File: src/rtl/blk_xfer_seq_pkg.sv
// Shared definitions for the block-transfer (LDM/STM) sequencer.
//   state_t      : sequencer states, also exported on the debug state port
//   PC_REG       : register number of the program counter (r15)
//   popcount16() : number of registers named in a 16-bit register list
//   times4()     : byte span of n word transfers, widened to 32 bits
package blk_xfer_seq_pkg;

  typedef enum logic [1:0] {
    IDLE  = 2'd0,
    XFER  = 2'd1,
    WBACK = 2'd2,
    FIN   = 2'd3
  } state_t;

  localparam logic [3:0] PC_REG = 4'd15;

  function automatic logic [4:0] popcount16(input logic [15:0] v);
    logic [4:0] cnt;
    cnt = '0;
    for (int i = 0; i < 16; i++) begin
      cnt = cnt + {4'd0, v[i]};
    end
    return cnt;
  endfunction

  function automatic logic [31:0] times4(input logic [4:0] n);
    return {25'd0, n, 2'b00};
  endfunction

endpackage

File: src/rtl/blk_xfer_seq_if.sv
// Bus bundle between the pipeline (master) and the block-transfer sequencer
// (slave).
//   request : start, is_load, reglist, rn, base, up, pre, wback
//   regfile : ra / rd read port, we / wa / wd write port (r0-r14)
//   pc      : pc_we / pc_wd load path for r15
//   memory  : mem_addr, mem_we, mem_wdata, mem_rdata
//   status  : busy (pipeline stall), done (one-cycle completion pulse)
//   debug   : state (current sequencer state)
// Handshake: start is a one-cycle request that is only sampled while
// busy=0; a request seen while busy=1 is dropped, never queued. done pulses
// for exactly one cycle and busy falls on the following cycle.
interface blk_xfer_seq_if;
  import blk_xfer_seq_pkg::*;

  logic        start;
  logic        is_load;
  logic [15:0] reglist;
  logic [3:0]  rn;
  logic [31:0] base;
  logic        up;
  logic        pre;
  logic        wback;

  logic [3:0]  ra;
  logic [31:0] rd;
  logic        we;
  logic [3:0]  wa;
  logic [31:0] wd;

  logic        pc_we;
  logic [31:0] pc_wd;

  logic [31:0] mem_addr;
  logic        mem_we;
  logic [31:0] mem_wdata;
  logic [31:0] mem_rdata;

  logic        busy;
  logic        done;
  state_t      state;

  modport slave (
    input  start, is_load, reglist, rn, base, up, pre, wback, rd, mem_rdata,
    output ra, we, wa, wd, pc_we, pc_wd, mem_addr, mem_we, mem_wdata,
    output busy, done, state
  );

  modport master (
    output start, is_load, reglist, rn, base, up, pre, wback, rd, mem_rdata,
    input  ra, we, wa, wd, pc_we, pc_wd, mem_addr, mem_we, mem_wdata,
    input  busy, done, state
  );

endinterface

File: src/rtl/blk_xfer_seq_prio_enc16.sv
// 16-bit lowest-set-bit priority encoder.
//   vec : input bit vector
//   idx : index of the lowest set bit (0 when vec is all zero)
//   vld : 1 when any bit of vec is set
module prio_enc16 (
  input  logic [15:0] vec,
  output logic [3:0]  idx,
  output logic        vld
);

  // Scan from the top down so the last hit, i.e. the lowest bit, wins.
  always_comb begin
    idx = '0;
    vld = |vec;
    for (int i = 15; i >= 0; i--) begin
      if (vec[i]) idx = i[3:0];
    end
  end

endmodule

File: src/rtl/blk_xfer_seq.sv
// Block-transfer sequencer for LDM/STM.
//   clk   : system clock, all state on rising edge
//   reset : asynchronous, active-high, clears all state
//   bus   : blk_xfer_seq_if.slave (request, regfile, pc, memory, status,
//           debug state)
// One register is transferred per XFER cycle, lowest-numbered first, at
// ascending word addresses. An optional base writeback follows, then a
// one-cycle FIN that pulses done. Every output is a decode of registered
// state (rd / mem_rdata are only passed through as data), so values are
// stable for the whole cycle.
module blk_xfer_seq
  import blk_xfer_seq_pkg::*;
(
  input  logic            clk,
  input  logic            reset,
  blk_xfer_seq_if.slave   bus
);

  state_t      state_q, state_d;
  logic [15:0] mask_q;
  logic [3:0]  rn_q;
  logic        load_q;
  logic        wb_take_q;
  logic [4:0]  cnt_q;
  logic [31:0] addr_q;
  logic [31:0] final_q;

  logic [3:0]  cur_reg;
  logic        cur_vld;

  logic [4:0]  n_in;
  logic [31:0] span_in;
  logic [31:0] start_addr;
  logic [31:0] final_base;
  logic        wb_take_in;
  logic        accept;

  prio_enc16 u_prio (
    .vec (mask_q),
    .idx (cur_reg),
    .vld (cur_vld)
  );

  // Request decode, only meaningful on the accepting edge.
  always_comb begin
    n_in    = popcount16(bus.reglist);
    span_in = times4(n_in);
    unique case ({bus.up, bus.pre})
      2'b10:   start_addr = bus.base;
      2'b11:   start_addr = bus.base + 32'd4;
      2'b00:   start_addr = bus.base - span_in + 32'd4;
      default: start_addr = bus.base - span_in;
    endcase
    final_base = bus.up ? (bus.base + span_in) : (bus.base - span_in);
    // Writeback is dropped when a load overwrites the base register itself,
    // and never targets the PC.
    wb_take_in = bus.wback && (bus.rn != PC_REG) &&
                 !(bus.is_load && bus.reglist[bus.rn]);
  end

  assign accept = (state_q == IDLE) && bus.start;

  // Next-state logic.
  always_comb begin
    state_d = state_q;
    unique case (state_q)
      IDLE:  if (bus.start) state_d = (n_in == 5'd0) ? FIN : XFER;
      XFER:  if (cnt_q <= 5'd1) state_d = wb_take_q ? WBACK : FIN;
      WBACK: state_d = FIN;
      FIN:   state_d = IDLE;
      default: state_d = IDLE;
    endcase
  end

  always_ff @(posedge clk or posedge reset) begin
    if (reset) begin
      state_q <= IDLE;
    end else begin
      state_q <= state_d;
    end
  end

  always_ff @(posedge clk or posedge reset) begin
    if (reset) begin
      mask_q    <= '0;
      rn_q      <= '0;
      load_q    <= 1'b0;
      wb_take_q <= 1'b0;
      cnt_q     <= '0;
      addr_q    <= '0;
      final_q   <= '0;
    end else if (accept) begin
      mask_q    <= bus.reglist;
      rn_q      <= bus.rn;
      load_q    <= bus.is_load;
      wb_take_q <= wb_take_in;
      cnt_q     <= n_in;
      addr_q    <= start_addr;
      final_q   <= final_base;
    end else if (state_q == XFER) begin
      mask_q <= mask_q & ~(16'd1 << cur_reg);
      cnt_q  <= cnt_q - 5'd1;
      addr_q <= addr_q + 32'd4;
    end
  end

  // Output decode; everything defaults to zero outside its active cycle.
  logic [3:0]  ra_c, wa_c;
  logic [31:0] wd_c, pc_wd_c, mem_addr_c, mem_wdata_c;
  logic        we_c, pc_we_c, mem_we_c;

  always_comb begin
    ra_c        = '0;
    we_c        = 1'b0;
    wa_c        = '0;
    wd_c        = '0;
    pc_we_c     = 1'b0;
    pc_wd_c     = '0;
    mem_addr_c  = '0;
    mem_we_c    = 1'b0;
    mem_wdata_c = '0;
    if (state_q == XFER && cur_vld) begin
      mem_addr_c = addr_q;
      if (!load_q) begin
        ra_c        = cur_reg;
        mem_we_c    = 1'b1;
        mem_wdata_c = bus.rd;
      end else if (cur_reg == PC_REG) begin
        pc_we_c = 1'b1;
        pc_wd_c = bus.mem_rdata;
      end else begin
        we_c = 1'b1;
        wa_c = cur_reg;
        wd_c = bus.mem_rdata;
      end
    end else if (state_q == WBACK) begin
      we_c = 1'b1;
      wa_c = rn_q;
      wd_c = final_q;
    end
  end

  assign bus.ra        = ra_c;
  assign bus.we        = we_c;
  assign bus.wa        = wa_c;
  assign bus.wd        = wd_c;
  assign bus.pc_we     = pc_we_c;
  assign bus.pc_wd     = pc_wd_c;
  assign bus.mem_addr  = mem_addr_c;
  assign bus.mem_we    = mem_we_c;
  assign bus.mem_wdata = mem_wdata_c;
  assign bus.busy      = (state_q != IDLE);
  assign bus.done      = (state_q == FIN);
  assign bus.state     = state_q;

endmodule

File: src/flat_wrapper.sv
// flat-port wrapper written by rule: the top's interface ports become plain ports
module blk_xfer_seq_flat import blk_xfer_seq_pkg::*;
  (clk, reset, bus_start, bus_is_load, bus_reglist, bus_rn, bus_base, bus_up, bus_pre, bus_wback, bus_rd, bus_mem_rdata, bus_ra, bus_we, bus_wa, bus_wd, bus_pc_we, bus_pc_wd, bus_mem_addr, bus_mem_we, bus_mem_wdata, bus_busy, bus_done, bus_state);
  blk_xfer_seq_if bus_i ();
  input  logic clk;
  input  logic reset;
  input wire logic [$bits(bus_i.start)-1:0] bus_start;
  input wire logic [$bits(bus_i.is_load)-1:0] bus_is_load;
  input wire logic [$bits(bus_i.reglist)-1:0] bus_reglist;
  input wire logic [$bits(bus_i.rn)-1:0] bus_rn;
  input wire logic [$bits(bus_i.base)-1:0] bus_base;
  input wire logic [$bits(bus_i.up)-1:0] bus_up;
  input wire logic [$bits(bus_i.pre)-1:0] bus_pre;
  input wire logic [$bits(bus_i.wback)-1:0] bus_wback;
  input wire logic [$bits(bus_i.rd)-1:0] bus_rd;
  input wire logic [$bits(bus_i.mem_rdata)-1:0] bus_mem_rdata;
  output wire logic [$bits(bus_i.ra)-1:0] bus_ra;
  output wire logic [$bits(bus_i.we)-1:0] bus_we;
  output wire logic [$bits(bus_i.wa)-1:0] bus_wa;
  output wire logic [$bits(bus_i.wd)-1:0] bus_wd;
  output wire logic [$bits(bus_i.pc_we)-1:0] bus_pc_we;
  output wire logic [$bits(bus_i.pc_wd)-1:0] bus_pc_wd;
  output wire logic [$bits(bus_i.mem_addr)-1:0] bus_mem_addr;
  output wire logic [$bits(bus_i.mem_we)-1:0] bus_mem_we;
  output wire logic [$bits(bus_i.mem_wdata)-1:0] bus_mem_wdata;
  output wire logic [$bits(bus_i.busy)-1:0] bus_busy;
  output wire logic [$bits(bus_i.done)-1:0] bus_done;
  output wire logic [$bits(bus_i.state)-1:0] bus_state;
  assign bus_i.start = bus_start;
  assign bus_i.is_load = bus_is_load;
  assign bus_i.reglist = bus_reglist;
  assign bus_i.rn = bus_rn;
  assign bus_i.base = bus_base;
  assign bus_i.up = bus_up;
  assign bus_i.pre = bus_pre;
  assign bus_i.wback = bus_wback;
  assign bus_i.rd = bus_rd;
  assign bus_i.mem_rdata = bus_mem_rdata;
  assign bus_ra = bus_i.ra;
  assign bus_we = bus_i.we;
  assign bus_wa = bus_i.wa;
  assign bus_wd = bus_i.wd;
  assign bus_pc_we = bus_i.pc_we;
  assign bus_pc_wd = bus_i.pc_wd;
  assign bus_mem_addr = bus_i.mem_addr;
  assign bus_mem_we = bus_i.mem_we;
  assign bus_mem_wdata = bus_i.mem_wdata;
  assign bus_busy = bus_i.busy;
  assign bus_done = bus_i.done;
  assign bus_state = bus_i.state;
  blk_xfer_seq u_core (.clk(clk), .reset(reset), .bus(bus_i));
endmodule
File: config.mk
export PLATFORM = sky130hd
export DESIGN_NAME = blk_xfer_seq_flat
export DESIGN_NICKNAME = d
export VERILOG_FILES = /design/src/rtl/blk_xfer_seq_pkg.sv /design/src/rtl/blk_xfer_seq_if.sv /design/src/rtl/blk_xfer_seq_prio_enc16.sv /design/src/rtl/blk_xfer_seq.sv /design/src/flat_wrapper.sv
export SDC_FILE = /design/constraint.sdc
export NUM_CORES = 1
export LEC_CHECK = 0
export ABC_CLOCK_PERIOD_IN_PS = 3590
export BUFFER_PORTS_ARGS = -buffer_cell sky130_fd_sc_hd__buf_2
export CAP_MARGIN = 10
export CORE_ASPECT_RATIO = 0.5
export CORE_UTILIZATION = 29
export DETAILED_ROUTE_END_ITERATION = 8
export GPL_TIMING_DRIVEN = 0
export PLACE_DENSITY = 0.56
export SKIP_CTS_REPAIR_TIMING = 1
export SYNTH_ARGS = -nofsm -noshare
export SYNTH_HDL_FRONTEND = slang
export SYNTH_SLANG_ARGS = --single-unit
File: constraint.sdc
create_clock -name clk -period 3.59 [get_ports clk]
set_input_delay 0.5385 -clock clk [delete_from_list [all_inputs] [get_ports clk]]
set_output_delay 0.5385 -clock clk [all_outputs]
set_load 0.01 [all_outputs]
### Yosys cells after proc, flatten, opt, wreduce, memory -nomap -nowiden

Index checks and enable logic that the tools add are counted.

* bits in latches: 0
* output and inout bits: 143
* memories: 0
* register bits after elaboration: 93
* word-level logic and storage cells: 112
* ROM bits: 0
* input bits: 123
* RAM bits: 0

* multiplexer cells: 56
* shifts and indexed selects: 1
* $add $sub $neg: 21
* multipliers: 0
* magnitude comparators: 2
* equal/unequal tests: 9
* div/mod/pow operators: 0
* bitwise logic cells: 2
* reduce and logical (&&, ||, !) cells: 13

Operators by type and width (number)
* $mux W32: 13
* $add A32 B3 Y32 const B: 3
* $pmux W32 S3: 1
* $mux W4: 22
* $add A5 B1 Y5: 14
* $add A32 B7 Y32: 1
* $mux W16: 2
* $sub A32 B7 Y32: 1
* $and A16 B16 Y16: 1
* $not A16 Y16: 1
* $reduce_or A16 Y1: 1
* $shl A1 B4 Y16 const A: 1
* $mux W1: 11
* $mux W5: 2
* $eq A2 B2 Y1 const B: 4
* $pmux W2 S4: 1
* $mux W2: 3
* $le A5 B1 Y1 const B: 1
* $logic_and A1 B1 Y1: 5
* $logic_not A5 Y1: 1
* $lt A4 B5 Y1 const B: 1
* $sub A5 B1 Y5 const B: 1
* $bmux W1 S4: 1
* $eq A4 B4 Y1 const B: 1
* other kinds (9): 11

### Longest topological paths before layout

Gate-level depths: netlist of the first run.

* depth after elaboration: 21
* gate-level depth with buffers: 26
* depth with buffers taken out: 24

### Modules after synthesis

Synthesis of the first run repeated with hierarchy kept, for this count alone.

* cells, all modules: 1252
* area, all modules: 9679.3 um^2

By module, submodules not included
* blk_xfer_seq: seq. area each 2327.2 um^2, area an instance 9502.9 um^2, instances 1, cells each 1218
* prio_enc16: seq. area each 0.0 um^2, area an instance 176.4 um^2, instances 1, cells each 34

### Least setup slack after synthesis of the first run

OpenSTA, ideal clock, no wires.

* path type: input-to-reg
* start: in bus_reglist[0]
* end: reg u_core.addr_q[21]
* arrival: 6.699 ns
* library setup time: 0.120 ns
* stages on the path: 22
* path slack: -3.229 ns
* data required time: 3.470 ns
* path through: ha_1 > inv_1 > fa_1 > fa_1 > fa_1 > fa_1 > fa_1 > fa_1 > xnor2_2 > buf_2 > ha_1 > buf_2 > or3_1 > clkbuf_1 > o221a_2 > o211ai_1 > xor2_1 > o21bai_2 > nor3_1 > mux2_2 > a21oi_1 > and3b_1

* cells in the longest elaborated chain, start to end: 19

RTL lines
* start: declaration: line flat_wrapper.sv:9 `input wire logic [$bits(bus_i.reglist)-1:0] bus_reglist;`
* $add A1 B1 Y2 *: line blk_xfer_seq_pkg.sv:21 `cnt = cnt + {4'd0, v[i]};`
* $add A5 B1 Y5 * (14 in series): line blk_xfer_seq_pkg.sv:21
* $sub A32 B7 Y32 *: line blk_xfer_seq.sv:51, blk_xfer_seq.sv:52
* $add A32 B3 Y32: line blk_xfer_seq.sv:51 `2'b00: start_addr = bus.base - span_in + 32'd4;`
* $pmux W32 S3 *: line blk_xfer_seq.sv:48 `unique case ({bus.up, bus.pre})`
* $mux W32 *: line blk_xfer_seq.sv:92 `end else if (accept) begin`
* end signal: assignment: line blk_xfer_seq.sv:98 `addr_q <= start_addr;`
* end signal: assignment: line blk_xfer_seq.sv:103 `addr_q <= addr_q + 32'd4;`
* end: declaration: line blk_xfer_seq.sv:25 `logic [31:0] addr_q;`

Every way passes the cells marked *; elsewhere a longest branch is shown, timed or not.
A chain may end at the register's enable or synchronous reset.

### Worst setup path in the final report of the first run

* start: in bus_reglist[1]
* end: reg u_core.addr_q[23]

The elaborated chain is that of the path after synthesis.

==> out/metrics.cfg, run 1 <==
[placed_design]
gp_congestion = 0.945
io_buffers = 250
pre_cts_ws_ps = -4000
dp_hpwl_microns = 31700

[timing]
grt_setup_unrepaired = yes
fmax_mhz = 148
finalSetupViolations = 65
post-route-period-util = 1.88
whs_ps = 178
relSlewSlack = 0.246
fin_worst_skew_ps = 13.0
min_period_ps = 6760
maxSlewViolCount = 0
worstMarginPinSlew_ps = 1120
fin_ws_ps = -3170
final_hold_viol_count = 0

[route]
ant_nets = 0
first_iter_violations = 978
avgRoutedWirePerCell_microns = 20.3
drc_errors = 0
finalWirelength_microns = 41100
vias_per_cell = 5.50
via_count = 11099
dr.pass1.iters = 8

[die]
io_pins = 266
dieWidth_microns = 260
die_h_microns = 131
core_sq_um = 32200
start_util = 0.299
dieArea_sq_um = 34000
rows = 46

[setup_path]
worstPathArrival_ps = 7050
end_kind = flop
reg2regPathDepth = 8
startpoint_type = input pin
worstPathRequired_ps = 3890
worstSetupPathType = in2reg
cp_max_fo = 7

[yosys]
syn-num-nets = 1412
synth_top_cells_by_count = 144 x nand2_1, 105 x and2_1, 93 x dfrtp_1
synth_seq_cells = 93
ys_warn_count = 0
yosys.area.top_type_share = 0.242
synth.largest_area_cell = dfrtp_1
ys.flop_type = dfrtp_1
syn-cell-area_sq_um = 9620
ys_seq_area_frac = 0.242
synth_edf_count = 0
synth-async-reset-ratio = 1.00
yosysMostFrequentCell = nand2_1
syn_inst = 1250
synth.area.top_cells = dfrtp_1 24%, and2_1 6.8%, nand2_1 5.6%
synthDistinctLibCells = 87
synth_area_per_cell_sq_um = 7.70

[clock_tree]
htree_levels = 3
clock_latency_ps = 380
clk_pin_slew_ps = 80
cts.sinks = 93
cts_tree = built
cts_made_buffers = 9
cts-root-buf = clkbuf_16
cts_buffer_depth = 2

[layout]
fill_cells = 3229
n_antenna_cell = 0
nNetsFinal = 1743
syn2layout_area_growth_pct = 41.0
drive_gt1_frac = 0.353
postLayoutCoreUtil = 0.422

[run_status]
outcome = finished with violations
violations = negative setup slack

[global_route]
grt_max_degree = 66
grt_pass1_wl_microns = 57700
grt_pass1_vias = 9492
grt_antenna_before_repair = 0
overflow = 0
globalRouteTotalUtil = 0.225

[run]
max_cap_violations = 0

[power]
ir_worst_vdd_uv = 524
p_leak_nw = 6.00
power_density_nw_per_um2 = 739

[min_path]
hp-class = in2async

-- layout by cell type (no fill, tap or decap), types with 42 or more instances in the layout --
| cell type | count |
|---|---|
| a21oi_1 | 42 |
| and2_1 | 100 |
| buf_2 | 253 |
| buf_4 | 50 |
| clkbuf_1 | 62 |
| dfrtp_1 | 92 |
| inv_1 | 54 |
| nand2_1 | 135 |
| nand3_1 | 47 |
| nor2_1 | 59 |
| o21ai_1 | 46 |
| xnor2_1 | 51 |
-- worst paths after layout --
check | end | slack, ps | start
worst max-delay path | u_core.addr_q[23]$_DFFE_PP0N_ | -3170 | bus_reglist[1]
worst min-delay path | u_core.mask_q[12]$_DFFE_PP0N_ | 180 | reset
worst max register to register | u_core.mask_q[7]$_DFFE_PP0N_ | 500 | u_core.bus.state[0]$_DFFE_PP0P_
worst min register to register | u_core.rn_q[3]$_DFFE_PP0P_ | 490 | u_core.rn_q[3]$_DFFE_PP0P_
max in group asynchronous | u_core.addr_q[23]$_DFFE_PP0N_ | 2710 | reset
min in group clk | u_core.mask_q[0]$_DFFE_PP0N_ | 370 | bus_reglist[0]
-- final cells by class --
cell class	count	area (sq um)	area share
clock buffer	9	225	0.0166
multi-input combinational	1004	7840	0.577
timing repair buffer	324	1930	0.142
sequential	93	2330	0.172
tap	432	541	0.0398
buffer	89	405	0.0299
clock inverter	7	73.8	0.00544
inverter	60	230	0.0170
-- routing by layer --
layer,part of all wire,track usage,vias to the layer above
li1,-,-,5110
met1,0.44,0.312,5417
met2,0.46,0.355,495
met3,0.072,0.0403,77
met5,0,0,-
met4,0.027,0.0730,0
-- where the power goes --
part,internal (mW),switching (mW)
sequential,1.55,0.530
combinational,3.15,3.77
clock,0.495,0.526
-- worst max-delay path: stages --
cell	delay, ps
buf_8	110
ha_4	260
inv_2	30
fa_1	470
fa_2	560
fa_1	430
fa_1	490
fa_2	440
fa_2	480
nor2b_4	160
o21ai_4	100
inv_2	110
ha_4	220
or3b_4	410
o22ai_4	300
buf_8	200
buf_6	110
o41ai_4	70
a22oi_2	190
nand4_1	110
buf_4	210
nor4_4	290
buf_6	170
buf_6	100
xnor2_1	60
o21ai_1	180
o221a_2	230
-- metrics by stage --
stage	setup TNS, ps	power, mW	area [sq um]	cells
global placement	-291250	7.29	11700	1932
global route	-156330	10.7	13600	2018
floorplan	-133820	5.57	9890	1250
CTS	-233400	8.35	12000	1949
finish	-148160	10.0	13600	2018
detailed placement	-213840	7.31	11700	1933
-- registers in the layout, indices dropped and copies added, names as in the netlist --
register	count
u_core.wb_take_q	1
u_core.rn_q	4
u_core.mask_q	16
u_core.cnt_q	5
u_core.addr_q	32
u_core.bus.state	2
u_core.load_q	1
u_core.final_q	32
-- kinds of logic (layout without fill, tap and decap cells) --
family / Yosys count / count (layout) / synth area share
fa+ha+maj: 39 / 39 / 0.0601
mux: 17 / 17 / 0.0244
simple gates: 528 / 528 / 0.291
compound gates: 315 / 315 / 0.223
xor+xnor: 105 / 105 / 0.0971
buf+inv: 153 / 489 / 0.0624
flops: 93 / 93 / 0.242
Note: power is estimated with default switching activity, not from simulation.
==> run 2, diff against run 1 <==
--- a/config.mk
+++ b/config.mk
@@ -11,7 +11,6 @@
 export CORE_ASPECT_RATIO = 0.5
 export CORE_UTILIZATION = 29
 export DETAILED_ROUTE_END_ITERATION = 8
-export GPL_TIMING_DRIVEN = 0
 export PLACE_DENSITY = 0.56
 export SKIP_CTS_REPAIR_TIMING = 1
 export SYNTH_ARGS = -nofsm -noshare
==> out/metrics.cfg, run 2 (same netlist as run 1, synthesis figures left out) <==
[run_status]
outcome = finished with violations
violations = negative setup slack

[timing]
fmax_mhz = 158
post-route-period-util = 1.76
fin_ws_ps = -2730
grt_setup_unrepaired = yes
finalSetupViolations = 65
whs_ps = 159
relSlewSlack = 0.386
fin_worst_skew_ps = 13.8
fin_tns_setup_ps = -133760
final_hold_viol_count = 0
min_period_ps = 6320
worstMarginPinSlew_ps = 917
maxSlewViolCount = 0

[power]
ir_worst_vdd_uv = 513
p_leak_nw = 6.46
power_density_nw_per_um2 = 704

[min_path]
hp-class = in2async

[global_route]
grt_pass1_vias = 9657
grt_max_degree = 71
overflow = 0
grt_pass1_wl_microns = 55000
globalRouteTotalUtil = 0.208
grt_antenna_before_repair = 0

[setup_path]
startpoint_type = input pin
worstPathArrival_ps = 6580
worstPathRequired_ps = 3850
cp_max_fo = 6
end_kind = flop
worstSetupPathType = in2reg

[clock_tree]
clk_pin_slew_ps = 80
cts_tree = built
clock_latency_ps = 370
cts_buffer_depth = 2
cts_made_buffers = 9
cts-root-buf = clkbuf_16
cts.sinks = 93
htree_levels = 3

[placed_design]
dp_hpwl_microns = 29100
io_buffers = 265
gp_congestion = 0.944

[route]
avgRoutedWirePerCell_microns = 18.0
ant_nets = 0
via_count = 10872
first_iter_violations = 827
vias_per_cell = 5.22
finalWirelength_microns = 37500
dr.pass1.iters = 5
drc_errors = 0

[die]
die_h_microns = 131
start_util = 0.299
rows = 46
io_pins = 266
core_sq_um = 32200
dieArea_sq_um = 34000
dieWidth_microns = 260

[layout]
nNetsFinal = 1808
reg.largest.list = u_core.addr_q x32, u_core.final_q x32, u_core.mask_q x16
layout_common_cells = 263 x buf_2, 183 x buf_4, 139 x nand2_1
layout_commonest_cell = buf_2
fill_cells = 3250
syn2layout_area_growth_pct = 45.5
drive_gt1_frac = 0.396
n_antenna_cell = 0

[run]
max_cap_violations = 0

## run 2: cell type report
type                       instances  area [sq um]  area share
clock buffer                      10           239      0.0171
clock inverter                     6          93.8     0.00670
inverter                          60           228      0.0163
multi-input combinational       1005          7470       0.534
sequential                        93          2330       0.166
tap                              432           541      0.0386
timing repair buffer             477          3100       0.222
## run 2: path summary, 6_finish.rpt
path / cells past startpoint / to / start / slack, ps
min in group clk: 3 / u_core.load_q$_DFFE_PP0P_ / bus_is_load / 410
worst max register to register: 13 / u_core.addr_q[20]$_DFFE_PP0N_ / u_core.bus.state[1]$_DFFE_PP0P_ / 990
max in group asynchronous: 3 / u_core.addr_q[26]$_DFFE_PP0N_ / reset / 2700
worst min-delay path: 2 / u_core.final_q[15]$_DFFE_PP0P_ / reset / 160
worst max-delay path: 22 / u_core.addr_q[21]$_DFFE_PP0N_ / bus_reglist[0] / -2730
worst min register to register: 2 / u_core.addr_q[0]$_DFFE_PP0P_ / u_core.addr_q[0]$_DFFE_PP0P_ / 480
## run 2: per-stage QoR
step / setup WS (ps) / utilization / power, mW / instance area, sq um / instances
floorplan: -2910 / - / 5.57 / 9890 / 1250
global placement: -3190 / 0.399 / 7.82 / 12900 / 2044
detailed placement: -3260 / 0.399 / 7.85 / 12900 / 2044
CTS: -2890 / 0.410 / 9.01 / 13200 / 2060
global route: -2950 / 0.435 / 10.6 / 14000 / 2083
finish: -2730 / 0.435 / 9.86 / 14000 / 2083
## run 2: report_power, final
group,internal (mW),leakage [nW],switching [mW]
Clock,0.639,0.165,0.481
Combinational,3.21,5.16,3.46
Sequential,1.55,1.14,0.519
Total,5.40,6.46,4.46
## run 2: routing by layer
| layer | GRT usage | vias to the layer above | routed length (microns) |
|---|---|---|---|
| li1 | - | 5243 | - |
| met1 | 0.284 | 5260 | 17000 |
| met2 | 0.336 | 319 | 17400 |
| met3 | 0.0353 | 50 | 2250 |
| met4 | 0.0661 | 0 | 823 |
| met5 | 0 | - | 0 |
## run 2: critical path: stages
cell and delay (ps):
buf_6 100, ha_4 250, inv_2 30, fa_1 480, fa_1 500, fa_1 530
fa_1 450, fa_2 420, fa_2 370, buf_6 140, xnor2_4 190, ha_4 230
or3_4 430, o221ai_2 190, nor3_2 70, a211oi_2 360, buf_4 190, nand4_1 200
nor3_4 280, mux2_4 330, a21oi_2 120, and3b_1 170
